$ cat src/rtl/distance_display_pkg.sv
// Shared types and helpers for the distance bar-graph display.
// Display mode encoding and level-width sizing.
package distance_display_pkg;

   typedef enum logic [1:0] {
      MODE_BAR,
      MODE_DOT,
      MODE_BAR_BLINK,
      MODE_RSVD
   } disp_mode_t;

   function automatic int level_w(input int n_leds);
      return $clog2(n_leds + 1);
   endfunction

endpackage

$ cat src/rtl/distance_avg_filter.sv
// Moving-average filter over the last 2^AVG_LOG2 distance samples.
// The first sample after reset fills the whole window.
module distance_avg_filter
   import distance_display_pkg::*;
#(
   parameter int DIST_W   = 22,
   parameter int AVG_LOG2 = 2
) (
   input  logic              clk,
   input  logic              rst,
   input  logic              in_valid,
   input  logic [DIST_W-1:0] in_data,
   output logic              out_valid,
   output logic [DIST_W-1:0] out_avg
);

   localparam int DEPTH = 1 << AVG_LOG2;
   localparam int SUM_W = DIST_W + AVG_LOG2;
   localparam int PW    = (AVG_LOG2 > 0) ? AVG_LOG2 : 1;

   logic [DIST_W-1:0] mem_q [DEPTH];
   logic [SUM_W-1:0]  sum_q;
   logic [PW-1:0]     ptr_q;
   logic              primed_q;

   always_ff @(posedge clk or posedge rst) begin
      if (rst) begin
         for (int i = 0; i < DEPTH; i++) mem_q[i] <= '0;
         sum_q     <= '0;
         ptr_q     <= '0;
         primed_q  <= 1'b0;
         out_valid <= 1'b0;
      end else begin
         out_valid <= in_valid;
         if (in_valid) begin
            if (!primed_q) begin
               for (int i = 0; i < DEPTH; i++) mem_q[i] <= in_data;
               sum_q    <= SUM_W'(in_data) << AVG_LOG2;
               primed_q <= 1'b1;
            end else begin
               sum_q <= sum_q - SUM_W'(mem_q[ptr_q])
                              + SUM_W'(in_data);
               mem_q[ptr_q] <= in_data;
               if (ptr_q == PW'(DEPTH - 1)) ptr_q <= '0;
               else                         ptr_q <= ptr_q + PW'(1);
            end
         end
      end
   end

   assign out_avg = DIST_W'(sum_q >> AVG_LOG2);

endmodule

$ cat src/rtl/distance_bargraph_display.sv
// Averaged distance -> LED level with hysteresis, bar/dot/blink decode.
// Three-stage pipeline: average, level map, hysteresis.
module distance_bargraph_display
   import distance_display_pkg::*;
#(
   parameter int DIST_W    = 22,
   parameter int N_LEDS    = 10,
   parameter int SHIFT     = 18,
   parameter int STEP_LOG2 = 1,
   parameter int AVG_LOG2  = 2,
   parameter int HOLD      = 3,
   parameter int BLINK_DIV = 6_250_000
) (
   input  logic                         clk,
   input  logic                         rst,
   input  logic                         sample_valid,
   input  logic [DIST_W-1:0]            distance,
   input  logic [1:0]                   mode,
   output logic [N_LEDS-1:0]            led,
   output logic [level_w(N_LEDS)-1:0]   level,
   output logic                         too_close
);

   localparam int LW = level_w(N_LEDS);
   localparam int CW = $clog2(HOLD + 1);
   localparam int BW = (BLINK_DIV > 1) ? $clog2(BLINK_DIV) : 1;

   logic              avg_valid;
   logic [DIST_W-1:0] avg;
   logic [DIST_W-1:0] step_s;
   logic [LW-1:0]     raw_d, raw_q;
   logic              raw_valid_q;
   logic [LW-1:0]     level_q, level_d;
   logic [LW-1:0]     cand_q, cand_d;
   logic [CW-1:0]     cnt_q, cnt_d, step_cnt;
   logic [BW-1:0]     blink_cnt_q;
   logic              blink_phase_q;
   logic              is_first, is_jump, is_same, is_step;
   int                raw_i, lvl_i;
   logic [N_LEDS-1:0] bar, dot;
   disp_mode_t        mode_e;

   distance_avg_filter #(
      .DIST_W   (DIST_W),
      .AVG_LOG2 (AVG_LOG2)
   ) u_avg (
      .clk       (clk),
      .rst       (rst),
      .in_valid  (sample_valid),
      .in_data   (distance),
      .out_valid (avg_valid),
      .out_avg   (avg)
   );

   // Near objects light more LEDs; far ones saturate at a single LED.
   always_comb begin
      step_s = avg >> (SHIFT + STEP_LOG2);
      if (step_s < DIST_W'(N_LEDS - 1)) raw_d = LW'(N_LEDS) - LW'(step_s);
      else                               raw_d = LW'(1);
   end

   always_ff @(posedge clk or posedge rst) begin
      if (rst) begin
         raw_valid_q <= 1'b0;
         raw_q       <= '0;
      end else begin
         raw_valid_q <= avg_valid;
         if (avg_valid) raw_q <= raw_d;
      end
   end

   always_comb begin
      raw_i    = int'(raw_q);
      lvl_i    = int'(level_q);
      is_first = (level_q == '0);
      is_jump  = !is_first && (raw_i >= lvl_i + 2 || lvl_i >= raw_i + 2);
      is_same  = !is_first && (raw_i == lvl_i);
      is_step  = !is_first && !is_jump && !is_same;
   end

   always_comb begin
      level_d  = level_q;
      cand_d   = cand_q;
      cnt_d    = cnt_q;
      step_cnt = (raw_q != cand_q) ? CW'(1) : cnt_q + CW'(1);
      if (raw_valid_q) begin
         unique case (1'b1)
            is_first: level_d = raw_q;
            is_jump: begin
               level_d = raw_q;
               cnt_d   = '0;
            end
            is_same: cnt_d = '0;
            is_step: begin
               cand_d = raw_q;
               if (int'(step_cnt) >= HOLD) begin
                  level_d = raw_q;
                  cnt_d   = '0;
               end else begin
                  cnt_d = step_cnt;
               end
            end
            default: ;
         endcase
      end
   end

   always_ff @(posedge clk or posedge rst) begin
      if (rst) begin
         level_q <= '0;
         cand_q  <= '0;
         cnt_q   <= '0;
      end else begin
         level_q <= level_d;
         cand_q  <= cand_d;
         cnt_q   <= cnt_d;
      end
   end

   assign level     = level_q;
   assign too_close = (level_q == LW'(N_LEDS));

   // Parked with the LEDs on so the first off-phase is a full period away.
   always_ff @(posedge clk or posedge rst) begin
      if (rst) begin
         blink_cnt_q   <= '0;
         blink_phase_q <= 1'b0;
      end else if (!too_close) begin
         blink_cnt_q   <= '0;
         blink_phase_q <= 1'b1;
      end else if (blink_cnt_q == BW'(BLINK_DIV - 1)) begin
         blink_cnt_q   <= '0;
         blink_phase_q <= ~blink_phase_q;
      end else begin
         blink_cnt_q <= blink_cnt_q + BW'(1);
      end
   end

   assign mode_e = disp_mode_t'(mode);

   always_comb begin
      bar = '0;
      dot = '0;
      for (int i = 0; i < N_LEDS; i++) begin
         bar[i] = (i < int'(level_q));
         dot[i] = (i + 1 == int'(level_q));
      end
      led = bar;
      unique case (mode_e)
         MODE_BAR:       led = bar;
         MODE_DOT:       led = dot;
         MODE_BAR_BLINK: led = too_close ? (bar & {N_LEDS{blink_phase_q}}) : bar;
         MODE_RSVD:      led = bar;
         default:        led = bar;
      endcase
   end

endmodule

$ cat config.mk
export PLATFORM = sky130hd
export DESIGN_NAME = distance_bargraph_display
export DESIGN_NICKNAME = d
export VERILOG_FILES = /design/src/rtl/distance_display_pkg.sv /design/src/rtl/distance_avg_filter.sv /design/src/rtl/distance_bargraph_display.sv
export SDC_FILE = /design/constraint.sdc
export NUM_CORES = 1
export LEC_CHECK = 0
export ABC_AREA = 1
export ABC_CLOCK_PERIOD_IN_PS = 5920
export CORE_ASPECT_RATIO = 0.5
export CORE_MARGIN = 2
export CORE_UTILIZATION = 45
export CTS_CLUSTER_SIZE = 14
export DETAILED_ROUTE_END_ITERATION = 10
export HOLD_SLACK_MARGIN = 0.15
export PLACE_DENSITY = 0.74
export SETUP_SLACK_MARGIN = 0.4
export SYNTH_ARGS = -nofsm -noshare
export SYNTH_HDL_FRONTEND = slang
export SYNTH_SLANG_ARGS = --single-unit
$ cat constraint.sdc
create_clock -name clk -period 5.92 [get_ports clk]
set_input_delay 1.184 -clock clk [delete_from_list [all_inputs] [get_ports clk]]
set_output_delay 1.184 -clock clk [all_outputs]
set_load 0.03 [all_outputs]
==> summary.md, run 1 <==
| Metric | Value |
|---|---|
| Final Hold Vio Count | `0` |
| Clock-pin slew on the worst setup and hold paths | `0.07 ns` |
| Die Y | `109.4 um` |
| CTS resizes | `0` |
| Gr ovfl total | `0` |
| Hold Path Class | `flop to flop` |
| Register area share after synthesis | `roughly two fifths` |
| Final Cycle Share | `72.97%` |
| P&R area growth vs syn | `12.73%` |
| Crit-path slowest cell | `clkdlybuf4s50_1` |
| Fin Clk Skew | `0.01322 ns` |
| TritonCTS buffer count | `17` |
| Vias in the first global route | `~8600` |
| First-pass GRT wire length | `41.61 mm` |
| Setup bufs post-CTS | `0` |
| #FFs+latches synth | `155` |
| H-tree level count | `4` |
| Critical-path maximum fanout | `6` |
| Yosys top cell by area | `dfrtp_1` |
| Critical path endpoint category | `output pin` |
| Nets@finish | `about 1500` |
| Number of DRC markers in iteration 0 | `~800` |
| Number of synthesized flops with an enable pin | `0` |
| Most common cell on crit path | `clkdlybuf4s50_1` |
| Worst slew margin | `between 30% and 40%` |
| Initial Utilization | `a little under half` |
| R2R setup slack | `2.25 ns` |
| Hold buffer count at CTS | `0` |
| Drt wl/cell | `14.30 um` |
| Final setup viols | `0` |
| Setup TNS | `0 ns` |
| Number of port buffers | `41` |
| Hold WS | `between 0.4 and 0.5 ns` |
| Diodes inserted | `0` |
| Max-cap violations | `0` |
| Final WL | `between 20 and 25 mm` |
| Actual slew at the worst max-slew pin | `around 0.98 ns` |
| Sink Count | `roughly 160` |
| GP Congestion | `0.9268` |
| Async SR Flop Fraction | `100.0%` |
| Minimum clock period | `4.320 ns` |
| Synth top area share | `about two fifths` |
| Fraction of layout instances using a drive strength above 1 | `6.000%` |
| DRC | `0` |
| Largest net degree at the start of global routing | `80` |
| Die footprint | `approximately 23000 um2` |
| Reg2reg path depth | `15` |
| Synth unique cells | `42` |
| Final HPWL DP | `17.06 mm` |
| Area of the multi-input gates | `around 5000 um2` |
| Arrival time at the worst endpoint | `3.14 ns` |
| Most frequent cell after synthesis | `nand2_1` |
| Mapped cell area | `~10000 um2` |
| Synth top cells by count | `nand2_1 (357), inv_1 (222), o21ai_0 (165)` |
| Fillers | `2024` |
| TritonCTS clock tree | `yes` |
| Root buffer cell | `clkbuf_16` |
| Initial antenna violation count | `0` |
| Clock Path Buffers | `2` |
| Warnings, synthesis | `0` |
| Hold wc startpoint | `u_avg.out_valid` |
| RR Endpoint | `u_avg.sum_q[16]` |
| Worst-path cell chain | `clkdlybuf4s50_1, inv_1, ha_1, nor2_1, nand2_1, a22oi_1, clkdlybuf4s50_1` |
| Hold path cells | `0` |
| Status | `finished, final reports clean` |
| Avg Cell Area, Syn | `7.357 um2` |
| F_max | `231.5 MHz` |
| Placeable Area | `21730 um2` |
| Setup CP Type | `input pin to output pin` |
| Post-Syn Nets | `about 1500` |
| Hold Path Sink | `raw_valid_q` |
| # rows | `38` |
| Total GRT Usage | `21.93%` |
| Placed cell area | `10670 um2` |
| Slew Viols, Final | `0` |
| RSZ-0062 raised after global routing | `no` |
| Gate count of the mapped netlist | `1359` |
| Die X | `214.8 um` |
| Vias per cell | `5.195` |
| RR Startpoint | `u_avg.ptr_q[1]` |
| Via count | `around 8800` |
| Synth top area cells | `dfrtp_1 (39%), nand2_1 (13%), inv_1 (8.3%)` |
| Final instance area | `11270 um2` |
| Worst skew pair latency | `0.43 ns` |
| CP startpoint kind | `input pin` |
| IO Pins | `42` |
| Total iterations of the first detailed-routing run | `7` |
| Register area | `just under 4000 um2` |
| Main synth FF type | `dfrtp_1` |
| Post-DRT Antenna Nets | `0` |
| Max incr delay on CP | `0.70 ns` |
| Worst EP required | `4.74 ns` |
## metal layers
| layer | up-vias | part of all wire, % | routed length [um] | track usage (%) |
|---|---|---|---|---|
| li1 | 4349 | - | - | - |
| met3 | 24 | 4.9 | 1185 | 3.679 |
| met4 | 0 | 1.2 | 303 | 5.456 |
| met2 | 244 | 46 | 11150 | 37.40 |
| met1 | 4215 | 48 | 11680 | 29.49 |
| met5 | - | 0 | 0 | 0 |
## area by class of cell
cell class	count	area share, %
Clock inverter	14	1.443
Multi-Input combinational cell	926	44.64
Clock buffer	18	3.897
Sequential cell	155	34.41
Timing Repair Buffer	53	4.441
Tap cell	300	3.330
Inverter	234	7.837
## worst max path at each step
| stage | endpoint | from | slack (ns) | depth (start not counted) |
|---|---|---|---|---|
| after floorplan | blink_cnt_q[0] | rst | 0.56 | 1 |
| after global placement | led[6] | mode[1] | 1.67 | 7 |
| after detailed placement | led[6] | mode[1] | 1.61 | 7 |
| after CTS | led[6] | mode[1] | 1.60 | 7 |
| after global routing | led[6] | mode[1] | 1.42 | 7 |
| final | led[6] | mode[1] | 1.60 | 7 |
## worst max-delay path, delay by kind of cell
kind | cells | cell delay [ns]
simple gates | 2 | 0.32
fa+ha+maj | 1 | 0.24
buf+inv | 3 | 1.23
compound gates | 1 | 0.14
## logic make-up (layout without fill, tap and decap cells)
family                   Yosys count  in the layout  share of synthesized area [%]
AO/OA/AOI/OAI                    253            253                          13.39
XOR/XNOR                          21             21                          1.840
adder cells (fa/ha/maj)           66             66                          9.911
buffers and inverters            278            319                          10.89
flip-flops                       155            155                          38.79
AND/OR/NAND/NOR                  586            586                          25.18
## layout by cell type (no fill, tap or decap), types with 10 or more instances in the layout
master,netlist,layout
nand4_1,17,17
fa_1,22,22
inv_2,10,10
clkbuf_16,0,17
o21ai_1,10,10
o22ai_1,28,28
xor2_1,15,15
nor3_1,10,10
clkdlybuf4s50_1,0,41
dfrtp_1,155,155
nor2_1,115,115
nand3_1,51,51
a21oi_1,38,38
inv_1,222,221
o21ai_0,165,165
ha_1,44,44
buf_4,3,12
nand2_1,357,357
## state kept, by name, summed over array words and instances (netlist names)
register	flops
u_avg.mem_q	88
u_avg.sum_q	24
blink_cnt_q	23
cand_q	4
level	4
raw_q	4
cnt_q	2
u_avg.ptr_q	2
blink_phase_q	1
raw_valid_q	1
u_avg.out_valid	1
u_avg.primed_q	1
## stage by stage
stage	cells	utilization, %	worst slack, ns
2_1_floorplan	1359	-	0.5578
3_3_place_gp	1668	49.10	1.668
3_5_place_dp	1668	49.10	1.611
6_report	1700	51.87	1.600
4_1_cts	1700	51.87	1.603
5_1_grt	1700	51.87	1.422
Power of run 1 is left out: the tool's default activity adds up to more than one toggle a clock period on the data nets, which glitch-free logic cannot reach.
==> inputs of run 2 (changes only) <==
Settings changed: ABC_CLOCK_PERIOD_IN_PS 5920 to 3770, PLACE_DENSITY 0.74 to 0.76.
Clock period 5.92 ns to 3.77 ns, I/O delays scaled along.
==> run 2 against run 1 <==
Compared with the run above:
- non-clock buffer count up 9
- global-route usage up 0.44 points
- critical path depth unchanged
- highest routed layer unchanged
- sequential share of layout area down 0.26 points
- setup slack worse by 1.0 ns
- core utilization up 0.43 points
- final cell count up 0.53%
- register-to-register slack worse by 1.7 ns
- wire length up 1.1%
==> summary.md, run 2 (same netlist as run 1, synthesis figures left out) <==
| Metric | Value |
|---|---|
| Total GRT Usage | `22.37% (+0.44 points)` |
| RSZ-0062 raised after global routing | `yes` |
| Number of port buffers | `41 (unchanged)` |
| Die Y | `109.4 um (unchanged)` |
| DRC | `0 (unchanged)` |
| GP Congestion | `0.9536 (+2.9%)` |
| Max-cap violations | `0 (unchanged)` |
| Largest net degree at the start of global routing | `49 (-39%)` |
| Biggest register | `u_avg.mem_q` |
| Final HPWL DP | `17.37 mm (+1.8%)` |
| Final setup viols | `0 (unchanged)` |
| CP startpoint kind | `input pin` |
| Actual slew at the worst max-slew pin | `0.9687 ns (-0.007314 ns)` |
| Post-DRT Antenna Nets | `0 (unchanged)` |
| Arrival time at the worst endpoint | `2.42 ns (-0.72 ns)` |
| Sink Count | `155 (unchanged)` |
| Hold WS | `0.4432 ns (+0.009268 ns)` |
| Vias per cell | `5.211 (+0.31%)` |
| Max reg flops | `88 (unchanged)` |
| Diodes inserted | `0 (unchanged)` |
| TritonCTS buffer count | `17 (unchanged)` |
| Most common cell after layout, fill and taps aside | `nand2_1` |
| Initial antenna violation count | `0 (unchanged)` |
| Number of DRC markers in iteration 0 | `819 (+2.8%)` |
| P&R area growth vs syn | `13.65%` |
| Setup TNS | `0 ns (unchanged)` |
| Vias in the first global route | `8677 (+0.98%)` |
| Hold Path Class | `flop to flop` |
| Die footprint | `23500 um2 (unchanged)` |
| Root buffer cell | `clkbuf_16` |
| First-pass GRT wire length | `42.17 mm (+1.3%)` |
| Clock-pin slew on the worst setup and hold paths | `0.07 ns (about the same)` |
| # rows | `38 (unchanged)` |
| Total iterations of the first detailed-routing run | `5 (-2)` |
| H-tree level count | `4 (unchanged)` |
| Most frequent cells in the layout | `nand2_1 (357), inv_1 (221), o21ai_0 (165)` |
| Initial Utilization | `46.02% (unchanged)` |
| Critical-path maximum fanout | `6 (unchanged)` |
| Worst slew margin | `35.41% (+0.55 points)` |
| Die X | `214.8 um (unchanged)` |
| Worst skew pair latency | `0.44 ns (about the same)` |
| Fillers | `2006 (-0.89%)` |
| Final Cycle Share | `84.21%` |
| Critical path endpoint category | `output pin` |
| IO Pins | `42 (unchanged)` |
| Nets@finish | `1489 (+0.61%)` |
| Via count | `8906 (+0.84%)` |
| R2R setup slack | `0.60 ns (-1.65 ns)` |
| Status | `finished, final reports clean` |
| Worst EP required | `3.02 ns (-1.72 ns)` |
| Drt wl/cell | `14.38 um (+0.56%)` |
| Fin Clk Skew | `0.01390 ns (+0.0006851 ns)` |
| TritonCTS clock tree | `yes` |
| Biggest regs | `u_avg.mem_q (88), u_avg.sum_q (24), blink_cnt_q (23)` |
| Placeable Area | `21730 um2 (unchanged)` |
| Minimum clock period | `3.175 ns` |
| Gr ovfl total | `0 (unchanged)` |
| Setup CP Type | `input pin to output pin` |
| Slew Viols, Final | `0 (unchanged)` |
| Fraction of layout instances using a drive strength above 1 | `6.955% (+0.96 points)` |
| F_max | `315.0 MHz` |
| Clock Path Buffers | `2 (unchanged)` |
| Final WL | `24.58 mm (+1.1%)` |
| Final Hold Vio Count | `0 (unchanged)` |
run 2: changes by cell type in the layout (fill, tap and decap cells not counted), moves of 2 or more:
cell and delta:
buf_12 +2, buf_4 +4, buf_6 +3, clkdlybuf4s50_1 -10
clkinv_2 +2, dfrtp_1 -2, dfrtp_2 +2, dlygate4sd2_1 +6
dlymetal6s2s_1 +3
run 2: per-layer routing:
| metal | vias up | routed length, um | GRT usage (%) |
|---|---|---|---|
| met5 | - | 0 | 0 |
| met4 | 0 | 460 | 7.937 |
| met3 | 39 | 1461 | 4.371 |
| met2 | 284 | 11380 | 38.00 |
| met1 | 4216 | 11280 | 28.98 |
| li1 | 4367 | - | - |
run 2: per-stage QoR:
| step | setup slack, ns | utilization, % | cell area, um2 | instances |
|---|---|---|---|---|
| floorplan | 0.7951 | - | 10000 | 1359 |
| global route | 0.3767 | 52.30 | 11360 | 1709 |
| finish | 0.5955 | 52.30 | 11360 | 1709 |
| global placement | 0.2766 | 49.46 | 10750 | 1677 |
| CTS | 0.4159 | 52.14 | 11330 | 1709 |
| detailed placement | 0.1821 | 49.46 | 10750 | 1677 |
run 2: layout make-up:
class / count / area [um2] / share of cell area (%)
Sequential cell: 155 / 3881 / 34.16
Clock buffer: 17 / 425.4 / 3.744
Multi-Input combinational cell: 926 / 5037 / 44.33
Inverter: 234 / 882.1 / 7.763
Timing Repair Buffer: 62 / 599.3 / 5.274
Tap cell: 300 / 375.4 / 3.303
Clock inverter: 15 / 162.7 / 1.431
run 2: repair_timing:
action	in CTS	in global routing
resized for setup	8	15
setup endpoints to repair	7	10
buffers inserted	0	0
hold buffers	0	0
run 2: final timing paths:
path | cells after the start | start | endpoint
max in group asynchronous | 3 | rst | u_avg.mem_q[26]
min in group asynchronous | 2 | rst | u_avg.mem_q[19]
setup / recovery | 7 | mode[1] | led[5]
hold / removal | 0 | u_avg.out_valid | raw_valid_q
hold reg to reg | 0 | u_avg.out_valid | raw_valid_q
setup reg to reg | 19 | u_avg.ptr_q[0] | u_avg.sum_q[12]
run 2: critical path, stage by stage:
cell,delay (ns)
clkdlybuf4s50_1,0.48
inv_1,0.05
ha_1,0.25
nor2_1,0.22
nand2_1,0.13
o22ai_1,0.13
dlygate4sd2_1,0.42
Power of run 2 is left out for the same reason.
==> inputs of run 3 (changes only) <==
Settings changed: ABC_CLOCK_PERIOD_IN_PS 3770 to 2600.
Clock period 3.77 ns to 2.6 ns, I/O delays scaled along.
==> run 3 against run 2 <==
Compared with the run above:
- final area rose by 20%
- critical path depth grew 11
- sequential share of layout area shrank 5.7 points
- setup slack worse by 0.99 ns
- first-iteration DRC count shrank 13%
- count of clock-buffer cells in the layout is 4 higher
- register-to-register slack worse by 0.99 ns
- core utilization rose by 10 points
- clock skew decreased by 0.0051 ns
- the run now ends with negative setup slack left
- global-route usage is 2.1 points higher
==> summary.md, run 3 (same netlist as run 1, synthesis figures left out) <==
| Metric | Value |
|---|---|
| TritonCTS buffer count | `17 (unchanged)` |
| Largest net degree at the start of global routing | `84 (+71%)` |
| Setup CP Type | `flop to flop` |
| Worst skew pair latency | `0.44 ns (about the same)` |
| Final setup viols | `22 (+22)` |
| Root buffer cell | `clkbuf_16` |
| Register area | `3884 um2 (about the same)` |
| IO Pins | `42 (unchanged)` |
| Post-route setup slack | `-0.3972 ns (-0.9926 ns)` |
| Biggest register | `u_avg.mem_q` |
| Initial Utilization | `46.02% (unchanged)` |
| Post-DRT Antenna Nets | `0 (unchanged)` |
| Clock Path Buffers | `2 (unchanged)` |
| Drt wl/cell | `16.97 um (+18%)` |
| Max-cap violations | `0 (unchanged)` |
| Hold Path Class | `input pin to async pin` |
| Actual slew at the worst max-slew pin | `0.6131 ns (-0.3556 ns)` |
| Minimum clock period | `approximately 3 ns` |
| Max reg flops | `88 (unchanged)` |
| First-pass GRT wire length | `45.88 mm (+8.8%)` |
| Fin util | `62.78% (+10 points)` |
| Fraction of layout instances using a drive strength above 1 | `27.45% (+20 points)` |
| Die Y | `109.4 um (unchanged)` |
| Total GRT Usage | `24.45% (+2.1 points)` |
| Via count | `9668 (+8.6%)` |
| Hold buffer count at CTS | `0 (unchanged)` |
| Nets@finish | `1593 (+7.0%)` |
| Worst EP required | `2.94 ns (-0.08 ns)` |
| Inst Count DP | `1746 (+4.1%)` |
| Critical-path maximum fanout | `6 (unchanged)` |
| # rows | `38 (unchanged)` |
| Most common cell after layout, fill and taps aside | `nand2_1` |
| GP Congestion | `0.9414 (-1.3%)` |
| Number of port buffers | `41 (unchanged)` |
| Arrival time at the worst endpoint | `3.34 ns (+0.92 ns)` |
| Final Cycle Share | `115.3%` |
| RSZ-0062 raised after global routing | `yes` |
| Die footprint | `23500 um2 (unchanged)` |
| Fillers | `1757 (-12%)` |
| Failing checks | `negative setup slack` |
| Clock-pin slew on the worst setup and hold paths | `0.07 ns (about the same)` |
| Critical path endpoint category | `flop` |
| Final Hold Vio Count | `0 (unchanged)` |
| H-tree level count | `4 (unchanged)` |
| Biggest regs | `u_avg.mem_q (88), u_avg.sum_q (24), blink_cnt_q (23)` |
| Diodes inserted | `0 (unchanged)` |
| Vias per cell | `5.336 (+2.4%)` |
| Die X | `214.8 um (unchanged)` |
| Placeable Area | `21730 um2 (unchanged)` |
| Number of DRC markers in iteration 0 | `715 (-13%)` |
| Total iterations of the first detailed-routing run | `5 (unchanged)` |
| Sink Count | `155 (unchanged)` |
| Slew Viols, Final | `0 (unchanged)` |
| Fin Clk Skew | `0.008840 ns (-0.005063 ns)` |
| Initial antenna violation count | `0 (unchanged)` |
| P&R area growth vs syn | `36.44%` |
| Gr ovfl total | `0 (unchanged)` |
| Vias in the first global route | `9426 (+8.6%)` |
| Worst slew margin | `59.00% (+24 points)` |
| CP startpoint kind | `flop` |
| Fin cells | `1812 (+6.0%)` |
| Status | `finished, violations left` |
| Final WL | `30.76 mm (+25%)` |
| Final HPWL DP | `18.49 mm (+6.5%)` |
| TritonCTS clock tree | `yes` |
| F_max | `333.6 MHz` |
| DRC | `0 (unchanged)` |
| Most frequent cells in the layout | `nand2_1 (301), inv_1 (199), dfrtp_1 (151)` |
| Area of the multi-input gates | `6161 um2 (+22%)` |
==> run 3: cell types whose count changed in the layout (fill, tap and decap cells not counted), sizes merged <==
cell           previous run  this run
dlygate4sd2               6         3
clkdlybuf4s50            31        24
clkbuf                   18        27
inv                     236       233
bufinv                    2         6
clkdlybuf4s15             0         1
buf                      21       129
clkinv                    7         3
dlymetal6s2s              3         2
clkinvlp                  4         3
==> run 3: worst paths after layout <==
path / cells past startpoint / end / slack, ns / from
worst min-delay path: 2 / blink_cnt_q[17] / 0.39 / rst
worst max-delay path: 18 / u_avg.sum_q[20] / -0.40 / u_avg.ptr_q[0]
worst max register to register: 18 / u_avg.sum_q[20] / -0.40 / u_avg.ptr_q[0]
max in group asynchronous: 3 / u_avg.sum_q[7] / 1.47 / rst
min in group clk: 0 / raw_valid_q / 0.42 / u_avg.out_valid
worst min register to register: 0 / raw_valid_q / 0.42 / u_avg.out_valid
==> run 3: per-stage QoR <==
stage / TNS, ns / area, um2 / hold slack (ns) / worst slack, ns
5_1_grt: -9.134 / 13640 / 0.4190 / -0.5527
3_3_place_gp: -6.983 / 11630 / 0.4075 / -0.3949
6_report: -6.738 / 13640 / 0.3880 / -0.3972
4_1_cts: -5.086 / 12700 / 0.3797 / -0.3070
2_1_floorplan: -0.2155 / 10360 / 0.3894 / -0.06094
3_5_place_dp: -8.282 / 11630 / 0.4073 / -0.4728
==> run 3: timing repair <==
item                       CTS  global route
setup endpoints to repair   60            63
cloned                       2             6
gates resized for setup     99           193
setup buffers               11            16
pin swaps                   17            48
==> run 3: cell type report <==
class	count	share of cell area, %
Clock buffer	21	3.449
Timing Repair Buffer	165	11.95
Inverter	234	6.613
Multi-Input combinational cell	926	45.16
Tap cell	300	2.752
Clock inverter	10	1.559
Timing Repair inverter	1	0.04586
Sequential cell	155	28.47
==> run 3: metal layers <==
| layer | GRT usage (%) | wire length, um | share of wire, % |
|---|---|---|---|
| met5 | 0 | 0 | 0 |
| met4 | 10.66 | 1066 | 3.5 |
| met3 | 4.066 | 1837 | 6.0 |
| met2 | 42.63 | 14850 | 48 |
| met1 | 30.55 | 13000 | 42 |
==> run 3: critical path, cell delays in order, from the launching register on <==
cell	delay [ns]
dfrtp_2	0.41
buf_12	0.16
buf_8	0.14
clkbuf_16	0.18
nor2_4	0.09
o22ai_2	0.09
fa_1	0.52
inv_2	0.05
ha_4	0.31
inv_4	0.05
nor2_4	0.16
nand2_2	0.08
nand2_2	0.07
buf_4	0.12
nand3b_1	0.13
nand4_1	0.13
nand3_1	0.08
nand2_1	0.06
nand2_1	0.04
Power of run 3 is left out for the same reason.
